## config.mk

```make
export PLATFORM = sky130hd
export DESIGN_NAME = interp_seq_ctrl_flat
export DESIGN_NICKNAME = d
export VERILOG_FILES = /design/src/rtl/interp_seq_ctrl_if.sv /design/src/rtl/interp_seq_ctrl.sv /design/src/flat_wrapper.sv
export SDC_FILE = /design/constraint.sdc
export NUM_CORES = 1
export LEC_CHECK = 0
export ABC_AREA = 1
export CORE_MARGIN = 4
export CORE_UTILIZATION = 62
export DETAILED_ROUTE_END_ITERATION = 7
export DONT_BUFFER_PORTS = 1
export PLACE_DENSITY = 0.87
export SYNTH_ARGS = -nofsm -noshare
export SYNTH_HDL_FRONTEND = slang
export SYNTH_SLANG_ARGS = --single-unit
```

## constraint.sdc

```tcl
create_clock -name clk -period 3.6 [get_ports clk]
set_clock_uncertainty 0.15 [all_clocks]
set_input_delay 0.18 -clock clk [delete_from_list [all_inputs] [get_ports clk]]
set_output_delay 0.18 -clock clk [all_outputs]
set_load 0.01 [all_outputs]
```

## src/rtl/interp_seq_ctrl_if.sv

```systemverilog
// Handshake and control bundle between the estimation top, the pilot buffer,
// the interpolation datapath and the interpolation sequencer.
interface interp_seq_ctrl_if #(
  parameter int NP_W = 4,
  parameter int SC_W = 7
);
  logic            start;
  logic [NP_W-1:0] n_pairs;
  logic            out_ready;
  logic            pilot_rd;
  logic [NP_W-1:0] pilot_addr0;
  logic [NP_W-1:0] pilot_addr1;
  logic [1:0]      add1_sel;
  logic [1:0]      add2_sel;
  logic            en_reg_E;
  logic            en_reg_2E;
  logic            en_reg_5E;
  logic [2:0]      mult_sel;
  logic            out_valid;
  logic [SC_W-1:0] out_idx;
  logic            busy;
  logic            done;

  modport master (
    output start, n_pairs, out_ready,
    input  pilot_rd, pilot_addr0, pilot_addr1, add1_sel, add2_sel,
           en_reg_E, en_reg_2E, en_reg_5E, mult_sel, out_valid, out_idx,
           busy, done
  );

  modport slave (
    input  start, n_pairs, out_ready,
    output pilot_rd, pilot_addr0, pilot_addr1, add1_sel, add2_sel,
           en_reg_E, en_reg_2E, en_reg_5E, mult_sel, out_valid, out_idx,
           busy, done
  );
endinterface

```

## src/rtl/interp_seq_ctrl.sv

```systemverilog
// Sequencer for pilot-pair linear interpolation: loads E/2E/5E, then emits the
// five interpolated subcarriers between each pilot pair under valid/ready.
module interp_seq_ctrl #(
  parameter int NP_W = 4,
  parameter int SC_W = 7
) (
  input logic              clk,
  input logic              rst,
  interp_seq_ctrl_if.slave bus
);

  typedef enum logic [2:0] {
    S_IDLE, S_RD, S_CALC_E, S_CALC_2E, S_CALC_5E, S_EMIT, S_DONE
  } state_t;

  state_t          r_state;
  logic [NP_W-1:0] r_p;
  logic [NP_W-1:0] r_np;
  logic            r_pilot_rd;
  logic [NP_W-1:0] r_addr0;
  logic [NP_W-1:0] r_addr1;
  logic [1:0]      r_add1_sel;
  logic [1:0]      r_add2_sel;
  logic            r_en_E;
  logic            r_en_2E;
  logic            r_en_5E;
  logic [2:0]      r_mult;
  logic            r_valid;
  logic [SC_W-1:0] r_idx;
  logic            r_busy;
  logic            r_done;

  logic [SC_W-1:0] w_six_p;
  logic            w_last_pair;

  assign w_six_p     = (SC_W'(r_p) << 2) + (SC_W'(r_p) << 1);
  assign w_last_pair = ((r_p + NP_W'(1)) == r_np);

  // Outputs are loaded together with the state they belong to; r_mult doubles as k.
  always_ff @(posedge clk or posedge rst) begin
    if (rst) begin
      r_state    <= S_IDLE;
      r_p        <= '0;
      r_np       <= '0;
      r_pilot_rd <= 1'b0;
      r_addr0    <= '0;
      r_addr1    <= '0;
      r_add1_sel <= 2'd0;
      r_add2_sel <= 2'd0;
      r_en_E     <= 1'b0;
      r_en_2E    <= 1'b0;
      r_en_5E    <= 1'b0;
      r_mult     <= 3'd0;
      r_valid    <= 1'b0;
      r_idx      <= '0;
      r_busy     <= 1'b0;
      r_done     <= 1'b0;
    end else begin
      r_pilot_rd <= 1'b0;
      r_addr0    <= '0;
      r_addr1    <= '0;
      r_add1_sel <= 2'd0;
      r_add2_sel <= 2'd0;
      r_en_E     <= 1'b0;
      r_en_2E    <= 1'b0;
      r_en_5E    <= 1'b0;
      r_done     <= 1'b0;
      case (r_state)
        S_IDLE: begin
          if (bus.start) begin
            r_np <= bus.n_pairs;
            r_p  <= '0;
            if (bus.n_pairs == '0) begin
              r_state <= S_DONE;
              r_done  <= 1'b1;
            end else begin
              r_state    <= S_RD;
              r_busy     <= 1'b1;
              r_pilot_rd <= 1'b1;
              r_addr1    <= NP_W'(1);
            end
          end
        end
        S_RD: begin
          r_state    <= S_CALC_E;
          r_add1_sel <= 2'd1;
          r_en_E     <= 1'b1;
        end
        S_CALC_E: begin
          r_state    <= S_CALC_2E;
          r_add1_sel <= 2'd2;
          r_en_2E    <= 1'b1;
        end
        S_CALC_2E: begin
          r_state    <= S_CALC_5E;
          r_add2_sel <= 2'd1;
          r_en_5E    <= 1'b1;
        end
        S_CALC_5E: begin
          r_state    <= S_EMIT;
          r_add2_sel <= 2'd2;
          r_mult     <= 3'd1;
          r_valid    <= 1'b1;
          r_idx      <= w_six_p + SC_W'(1);
        end
        S_EMIT: begin
          r_add2_sel <= 2'd2;
          if (bus.out_ready) begin
            if (r_mult == 3'd5) begin
              r_add2_sel <= 2'd0;
              r_mult     <= 3'd0;
              r_valid    <= 1'b0;
              r_idx      <= '0;
              if (w_last_pair) begin
                r_state <= S_DONE;
                r_busy  <= 1'b0;
                r_done  <= 1'b1;
              end else begin
                r_state    <= S_RD;
                r_p        <= r_p + NP_W'(1);
                r_pilot_rd <= 1'b1;
                r_addr0    <= r_p + NP_W'(1);
                r_addr1    <= r_p + NP_W'(2);
              end
            end else begin
              r_mult <= r_mult + 3'd1;
              r_idx  <= r_idx + SC_W'(1);
            end
          end
        end
        S_DONE: begin
          r_state <= S_IDLE;
        end
        default: begin
          r_state <= S_IDLE;
          r_busy  <= 1'b0;
        end
      endcase
    end
  end

  assign bus.pilot_rd    = r_pilot_rd;
  assign bus.pilot_addr0 = r_addr0;
  assign bus.pilot_addr1 = r_addr1;
  assign bus.add1_sel    = r_add1_sel;
  assign bus.add2_sel    = r_add2_sel;
  assign bus.en_reg_E    = r_en_E;
  assign bus.en_reg_2E   = r_en_2E;
  assign bus.en_reg_5E   = r_en_5E;
  assign bus.mult_sel    = r_mult;
  assign bus.out_valid   = r_valid;
  assign bus.out_idx     = r_idx;
  assign bus.busy        = r_busy;
  assign bus.done        = r_done;

endmodule
```

## src/flat_wrapper.sv

```systemverilog
// flat-port wrapper written by rule: the top's interface ports become plain ports
module interp_seq_ctrl_flat 
#(
  parameter int NP_W = 4,
  parameter int SC_W = 7
)
  (clk, rst, bus_start, bus_n_pairs, bus_out_ready, bus_pilot_rd, bus_pilot_addr0, bus_pilot_addr1, bus_add1_sel, bus_add2_sel, bus_en_reg_E, bus_en_reg_2E, bus_en_reg_5E, bus_mult_sel, bus_out_valid, bus_out_idx, bus_busy, bus_done);
  interp_seq_ctrl_if #(.NP_W(NP_W), .SC_W(SC_W)) bus_i ();
  input logic clk;
  input logic rst;
  input wire logic [$bits(bus_i.start)-1:0] bus_start;
  input wire logic [$bits(bus_i.n_pairs)-1:0] bus_n_pairs;
  input wire logic [$bits(bus_i.out_ready)-1:0] bus_out_ready;
  output wire logic [$bits(bus_i.pilot_rd)-1:0] bus_pilot_rd;
  output wire logic [$bits(bus_i.pilot_addr0)-1:0] bus_pilot_addr0;
  output wire logic [$bits(bus_i.pilot_addr1)-1:0] bus_pilot_addr1;
  output wire logic [$bits(bus_i.add1_sel)-1:0] bus_add1_sel;
  output wire logic [$bits(bus_i.add2_sel)-1:0] bus_add2_sel;
  output wire logic [$bits(bus_i.en_reg_E)-1:0] bus_en_reg_E;
  output wire logic [$bits(bus_i.en_reg_2E)-1:0] bus_en_reg_2E;
  output wire logic [$bits(bus_i.en_reg_5E)-1:0] bus_en_reg_5E;
  output wire logic [$bits(bus_i.mult_sel)-1:0] bus_mult_sel;
  output wire logic [$bits(bus_i.out_valid)-1:0] bus_out_valid;
  output wire logic [$bits(bus_i.out_idx)-1:0] bus_out_idx;
  output wire logic [$bits(bus_i.busy)-1:0] bus_busy;
  output wire logic [$bits(bus_i.done)-1:0] bus_done;
  assign bus_i.start = bus_start;
  assign bus_i.n_pairs = bus_n_pairs;
  assign bus_i.out_ready = bus_out_ready;
  assign bus_pilot_rd = bus_i.pilot_rd;
  assign bus_pilot_addr0 = bus_i.pilot_addr0;
  assign bus_pilot_addr1 = bus_i.pilot_addr1;
  assign bus_add1_sel = bus_i.add1_sel;
  assign bus_add2_sel = bus_i.add2_sel;
  assign bus_en_reg_E = bus_i.en_reg_E;
  assign bus_en_reg_2E = bus_i.en_reg_2E;
  assign bus_en_reg_5E = bus_i.en_reg_5E;
  assign bus_mult_sel = bus_i.mult_sel;
  assign bus_out_valid = bus_i.out_valid;
  assign bus_out_idx = bus_i.out_idx;
  assign bus_busy = bus_i.busy;
  assign bus_done = bus_i.done;
  interp_seq_ctrl #(.NP_W(NP_W), .SC_W(SC_W)) u_core (.clk(clk), .rst(rst), .bus(bus_i));
endmodule
```

==> impl_results.md, run 1 <==
* Status: finished clean
* Synthesis Warnings at 0
* Final Hold Slack at about 0.07 ns
* Synth Net Count at 263
* Yosys reg bits at 38
* Average detailed-routed wire length per instance at ~13 um
* Distinct cells, synth at 24
* Data required time of the critical path at 3.69 ns
* Library cell appearing most often on the critical path: sky130_fd_sc_hd__nand2_1
* Post-synthesis cell area at 0.00196 sq mm
* Share of the yosys chip area belonging to registers at between 40% and 50%
* Initial cell density of the core at 64.8%
* Fin crit period at 1.94 ns
* Compound-Gate Fraction of Synth Area at roughly 7.7%
* Clock tree from TritonCTS: done
* CTS Hold Buffers Added at 7
* Via Count at 1580
* Slew at the pin closest to its max-slew limit at 0.463 ns
* Resized cells post-CTS at 0
* Maximum number of pins on one net before global-route repair at 39
* # clock sinks at 38
* Die outline height at roughly 64 um
* Final global-route overflow total at 0
* Worst max-slew margin expressed relative to the limit at 69.2%
* Cell area power density at 628 mW/mm^2
* Slack of the worst reg-to-reg path at 1.66 ns
* Cell accounting for the most synthesized area: sky130_fd_sc_hd__dfrtp_1
* Total GRT Usage at 21.8%
* Port Buf Inserts at 0
* Global-route wire length before repair at 6.92 mm
* Adder-cell share of the synthesized area at 4.85%
* Area added between synthesis and finish at 8.49%
* Reported leakage power at 1.14 nW
* Cell area reported after detailed placement at about 0.002 sq mm
* Finished layout cell area at around 0.0021 sq mm
* Max-capacitance violation count at 0
* Filler cell count at 255
* Max-slew violation count at 0
* Clock-pin slew of the registers on the worst-case setup and hold paths at 0.11 ns
* Routability congestion estimate from global placement at 0.847
* DRT antenna net count at 0
* WP data arrival at 2.03 ns
* Setup TNS at 0 ns
* Worst path cell trace: ha_1 > inv_1 > nand2_1 > nand2_1 > a21oi_1 > nand3_1 > nand2_1 > nand2_1 > nand2_1 > nand2_1
* First-iteration detailed-routing DRC count at 147
* Number of setup violations in the final report at 0
* DIE AREA at between 0.004 and 0.005 sq mm
* RSZ-0062 raised after global routing: false
* Period utilization at 54.0%
* Placed insts at 290
* Detailed placer's ending HPWL at 2.85 mm
* Total detailed-routing wirelength at 3.87 mm
* Ranking of synthesized cells by area: sky130_fd_sc_hd__dfrtp_1, sky130_fd_sc_hd__nand2_1, sky130_fd_sc_hd__inv_1
* Final standard cell count with taps included and fillers excluded at 305
* CTS H-Tree Depth at 2
* Synthesized area divided by synthesized cell count at 7.91 sq um
* Net count reported at finish at 275
* Fraction of final layout cells with drive strength greater than 1 at 6.51%
* Core Box Area at 0.00303 sq mm
* Number of cells produced by synthesis at 248
* IR Drop Worst-Case VDD at 0.337 mV
* Average vias per placed instance at 5.18
* CP max FO at 7
* Buffer depth of the longest clock path at 2
* Critical Setup Path Class: register to register
* Number of core rows at 20
* Clock insertion delay at the later pin of the skew report at around 0.34 ns
* Share of the synthesized area in the top cell type at between 40% and 50%
* Width of the die at 64.2 um
* Slowest Stage Delay on Critical Path at 0.46 ns
* Startpoint type of the worst setup path: register
* Proportion of synthesized area in mux cells at 0%
* Count of pins on the block boundary at 37
* Post-synthesis xor/xnor area fraction at 1.34%
* Number of optimization iterations in the first detailed-route pass at 5
* Cell type of the slowest stage on the worst timing path: sky130_fd_sc_hd__dfrtp_1
* Initial antenna violation count at 0
* Max Clock Freq at roughly 510 MHz
* Total inserted antenna cells at 0
* Number of setup buffers added after CTS at 0
* Largest family of logic cells by synthesized area: simple AND/OR/NAND/NOR gates
* Post-route DRC violation count at 0
* Buffer cell driving the clock tree root: sky130_fd_sc_hd__clkbuf_4
* Simple-gate share of the synthesized area at 29.2%
* Endpoint class of the critical path: register
* Number of global-route vias before repair at between 1500 and 2000
* Hold Vio Cnt, Final at 0
* Clock buffers created by TritonCTS at 5
* Hold Path Class: input port to register
* Overall Power at 1.34 mW
-- area by class of cell --
cell class / instances / area, sq um / area share (%)
multi-input cells: 170 / 845 / 39.7
repair buffers: 8 / 77.6 / 3.65
clock buffers: 7 / 55.1 / 2.59
clock inverters: 1 / 5.00 / 0.235
well taps: 44 / 55.1 / 2.59
inverters: 37 / 139 / 6.53
flip-flops and latches: 38 / 951 / 44.7
-- critical path: cells and delay by family, from the launching register on --
kind | cells | cell delay (ns)
and+or+nand+nor | 7 | 0.66
AOI/OAI and AO/OA | 1 | 0.11
DFF | 1 | 0.46
buffers and inverters | 1 | 0.09
adders and majority gates | 1 | 0.36
-- layer usage --
| metal | vias to the layer above | global-route usage (%) | share of wire [%] |
|---|---|---|---|
| li1 | 805 | - | - |
| met1 | 716 | 28.2 | 43 |
| met2 | 50 | 34.5 | 49 |
| met3 | 9 | 5.98 | 6.6 |
| met4 | 0 | 8.71 | 1.6 |
| met5 | - | 0 | 0 |
-- placed cells by master, fill, tap and decap left out, types with 5 or more instances in the layout --
cell / instances
sky130_fd_sc_hd__nand3_1: 21
sky130_fd_sc_hd__ha_1: 6
sky130_fd_sc_hd__dlygate4sd3_1: 7
sky130_fd_sc_hd__nor2_1: 20
sky130_fd_sc_hd__o21ai_0: 13
sky130_fd_sc_hd__a21oi_1: 8
sky130_fd_sc_hd__inv_1: 36
sky130_fd_sc_hd__nand2_1: 80
sky130_fd_sc_hd__clkbuf_4: 5
sky130_fd_sc_hd__dfrtp_1: 38
-- through the flow --
step / setup slack [ns] / util (%)
final: 1.66 / 70.2
after global routing: 1.42 / 70.2
after CTS: 1.65 / 70.2
after detailed placement: 1.67 / 66.0
after global placement: 1.74 / 66.0
after floorplan: 1.83 / -
-- synthesized netlist by cell type (all sizes together) --
cell type	number
xnor2	2
a22oi	2
nand2	84
xor2	1
nor2	22
a31oi	3
fa	1
o22ai	1
dfrtp	38
or2	1
inv	37
ha	6
nand3	21
a21oi	8
nand4	3
o21ai	14
buf	3
nor3	1
-- registers in the layout, indices dropped and copies added, names as in the netlist --
name / cells
u_core.bus.add1_sel: 2
u_core.bus.pilot_addr0: 4
u_core.bus.out_valid: 1
u_core.bus.out_idx: 7
u_core.r_np: 4
u_core.bus.done: 1
u_core.bus.en_reg_E: 1
u_core.bus.mult_sel: 3
u_core.bus.add2_sel: 1
u_core.bus.pilot_addr1: 4
u_core.bus.busy: 1
u_core.bus.pilot_rd: 1
u_core.r_p: 4
u_core.bus.en_reg_5E: 1
u_core.r_state: 3
-- cells by family after synthesis --
family                     count (synthesis)
and+or+nand+nor                          132
DFF                                       38
AOI/OAI and AO/OA                         28
xor gates and xnor gates                   3
adders and majority gates                  7
buffers and inverters                     40
-- path summary, 6_finish.rpt --
check / start / to / cells after the start
min in group asynchronous: rst / u_core.bus.mult_sel[1] / 3
worst max register to register: u_core.r_p[0] / u_core.r_state[0] / 10
max in group asynchronous: rst / u_core.r_p[3] / 3
worst min-delay path: bus_out_ready / u_core.bus.out_idx[2] / 4
worst min register to register: u_core.r_p[1] / u_core.bus.pilot_addr1[1] / 1
worst max-delay path: u_core.r_p[0] / u_core.r_state[0] / 10
-- power breakdown --
group / internal [mW] / leakage (nW) / switching [mW]
Sequential: 0.535 / 0.497 / 0.149
Clock: 0.0946 / 0.0353 / 0.134
Combinational: 0.147 / 0.612 / 0.275
Total: 0.777 / 1.14 / 0.558
Power figures use the tool's default switching activity.
==> inputs of run 2 (changes only) <==
CORE_UTILIZATION = 56   (was 62)
PLACE_DENSITY = 0.83   (was 0.87)
clock period = 1.6 ns   (was 3.6 ns; I/O delays follow)
==> impl_results.md, run 2 (same netlist as run 1, synthesis figures left out) <==
* IR Drop Worst-Case VDD at 0.732 mV
* Maximum number of pins on one net before global-route repair at 39
* Final design utilization at roughly 73%
* Via Count at roughly 1800
* Area taken by multi-input logic gates at about 940 sq um
* # clock sinks at 38
* Number of setup violations in the final report at 21
* Clock insertion delay at the later pin of the skew report at 0.37 ns
* Average detailed-routed wire length per instance at roughly 14 um
* CP max FO at 6
* Flip-flop count of the largest register, all copies and words added at 7
* Crit path setup slack, layout at -0.104 ns
* Slew at the pin closest to its max-slew limit at a little under 0.5 ns
* Buffer cell driving the clock tree root: sky130_fd_sc_hd__clkbuf_4
* Routability congestion estimate from global placement at 0.845
* Buffer depth of the longest clock path at 2
* Setup TNS at -0.875 ns
* Hold Vio Cnt, Final at 0
* Total detailed-routing wirelength at 4.57 mm
* Initial cell density of the core at 58.3%
* Filler cell count at 264
* Startpoint type of the worst setup path: register
* Clock tree from TritonCTS: done
* Sequential cell area at 955 sq um
* Setup Slack @ Placement at -0.114 ns
* Total GRT Usage at 21.7%
* Number of optimization iterations in the first detailed-route pass at 4
* Count of pins on the block boundary at 37
* Clock-pin slew of the registers on the worst-case setup and hold paths at 0.12 ns
* Hold Path Class: input port to async pin
* Period utilization at 106%
* WP data arrival at 1.81 ns
* Fraction of final layout cells with drive strength greater than 1 at around a quarter
* Post-route DRC violation count at 0
* Data required time of the critical path at 1.70 ns
* Max-capacitance violation count at 0
* Number of core rows at 21
* Final standard cell count with taps included and fillers excluded at around 330
* CTS H-Tree Depth at 2
* Violated checks: negative setup slack
* DRT antenna net count at 0
* Final global-route overflow total at 0
* Reported leakage power at approximately 1.3 nW
* Finished layout cell area at 0.00245 sq mm
* Placed insts at 315
* Net count reported at finish at 302
* Leading cell type in the layout, fill and taps excluded: sky130_fd_sc_hd__nand2_1
* RSZ-0062 raised after global routing: true
* Width of the die at 67.2 um
* Core Box Area at 0.00336 sq mm
* Port Buf Inserts at 0
* Total inserted antenna cells at 0
* Critical Setup Path Class: register to register
* Initial antenna violation count at 0
* Number of global-route vias before repair at 1632
* Overall Power at 3.44 mW
* First-iteration detailed-routing DRC count at about 150
* Max-slew violation count at 0
* Worst max-slew margin expressed relative to the limit at 67.9%
* Cell area power density at 1400 mW/mm^2
* Clock buffers created by TritonCTS at 5
* Status: complete, but fails checks
* Fin crit period at 1.70 ns
* Max Clock Freq at 587 MHz
* Detailed placer's ending HPWL at 3.15 mm
* Die outline height at 67.2 um
* Global-route wire length before repair at 7.29 mm
* Endpoint class of the critical path: register
* Average vias per placed instance at 5.27
* Commonest non-fill, non-tap cells in the layout: sky130_fd_sc_hd__nand2_1, sky130_fd_sc_hd__dfrtp_1, sky130_fd_sc_hd__inv_1
* Area added between synthesis and finish at 25.1%
* Final Hold Slack at between 0.1 and 0.15 ns
* DIE AREA at 0.00451 sq mm
* Cell area reported after detailed placement at 0.00220 sq mm
## run 2: power by group
part	total, mW	internal [mW]	leakage (nW)	switching [mW]
combinational	1.30	0.491	0.751	0.807
clock	0.653	0.323	0.0450	0.329
sequential	1.49	1.21	0.493	0.280
total	3.44	2.02	1.29	1.42
## run 2: layout make-up
type | instances | area share, %
Timing Repair Buffer | 35 | 11.4
Sequential cell | 38 | 38.9
Clock inverter | 3 | 1.63
Inverter | 37 | 5.76
Tap cell | 46 | 2.35
Multi-Input combinational cell | 170 | 38.4
Clock buffer | 5 | 1.53
## run 2: repair_timing
| item | in CTS | in global routing |
|---|---|---|
| gates resized for setup | 14 | 13 |
| pin swaps | 10 | 8 |
| hold buffers | 7 | 0 |
| buffers inserted | 3 | 1 |
| hold endpoints to repair | 65 | 0 |
| endpoints found under the setup margin | 21 | 26 |
## run 2: metal layers
layer	global-route usage, %	wire length [um]	vias up
li1	-	-	861
met1	27.0	1840	819
met2	35.8	2260	66
met3	4.83	356	13
met4	9.87	116	0
met5	0	0	-
## run 2: final timing paths
path,from,to,slack (ns),cells after the start
worst max-delay path,u_core.r_p[1],u_core.bus.busy,-0.10,10
worst min-delay path,rst,u_core.bus.mult_sel[1],0.10,3
worst max register to register,u_core.r_p[1],u_core.bus.busy,-0.10,10
worst min register to register,u_core.r_np[0],u_core.r_np[0],0.42,2
max in group asynchronous,rst,u_core.r_p[1],0.82,3
min in group clk,bus_n_pairs[2],u_core.r_np[2],0.26,3
## run 2: worst max-delay path, cell delays in order, from the launching register on
cell and delay (ns):
sky130_fd_sc_hd__dfrtp_2 0.45, sky130_fd_sc_hd__ha_4 0.29, sky130_fd_sc_hd__inv_2 0.04, sky130_fd_sc_hd__nand2_2 0.06
sky130_fd_sc_hd__nand2_2 0.06, sky130_fd_sc_hd__a21oi_4 0.15, sky130_fd_sc_hd__nand3_4 0.14, sky130_fd_sc_hd__nand2_2 0.10
sky130_fd_sc_hd__nand2_1 0.05, sky130_fd_sc_hd__nand2_1 0.05, sky130_fd_sc_hd__nand2_1 0.05
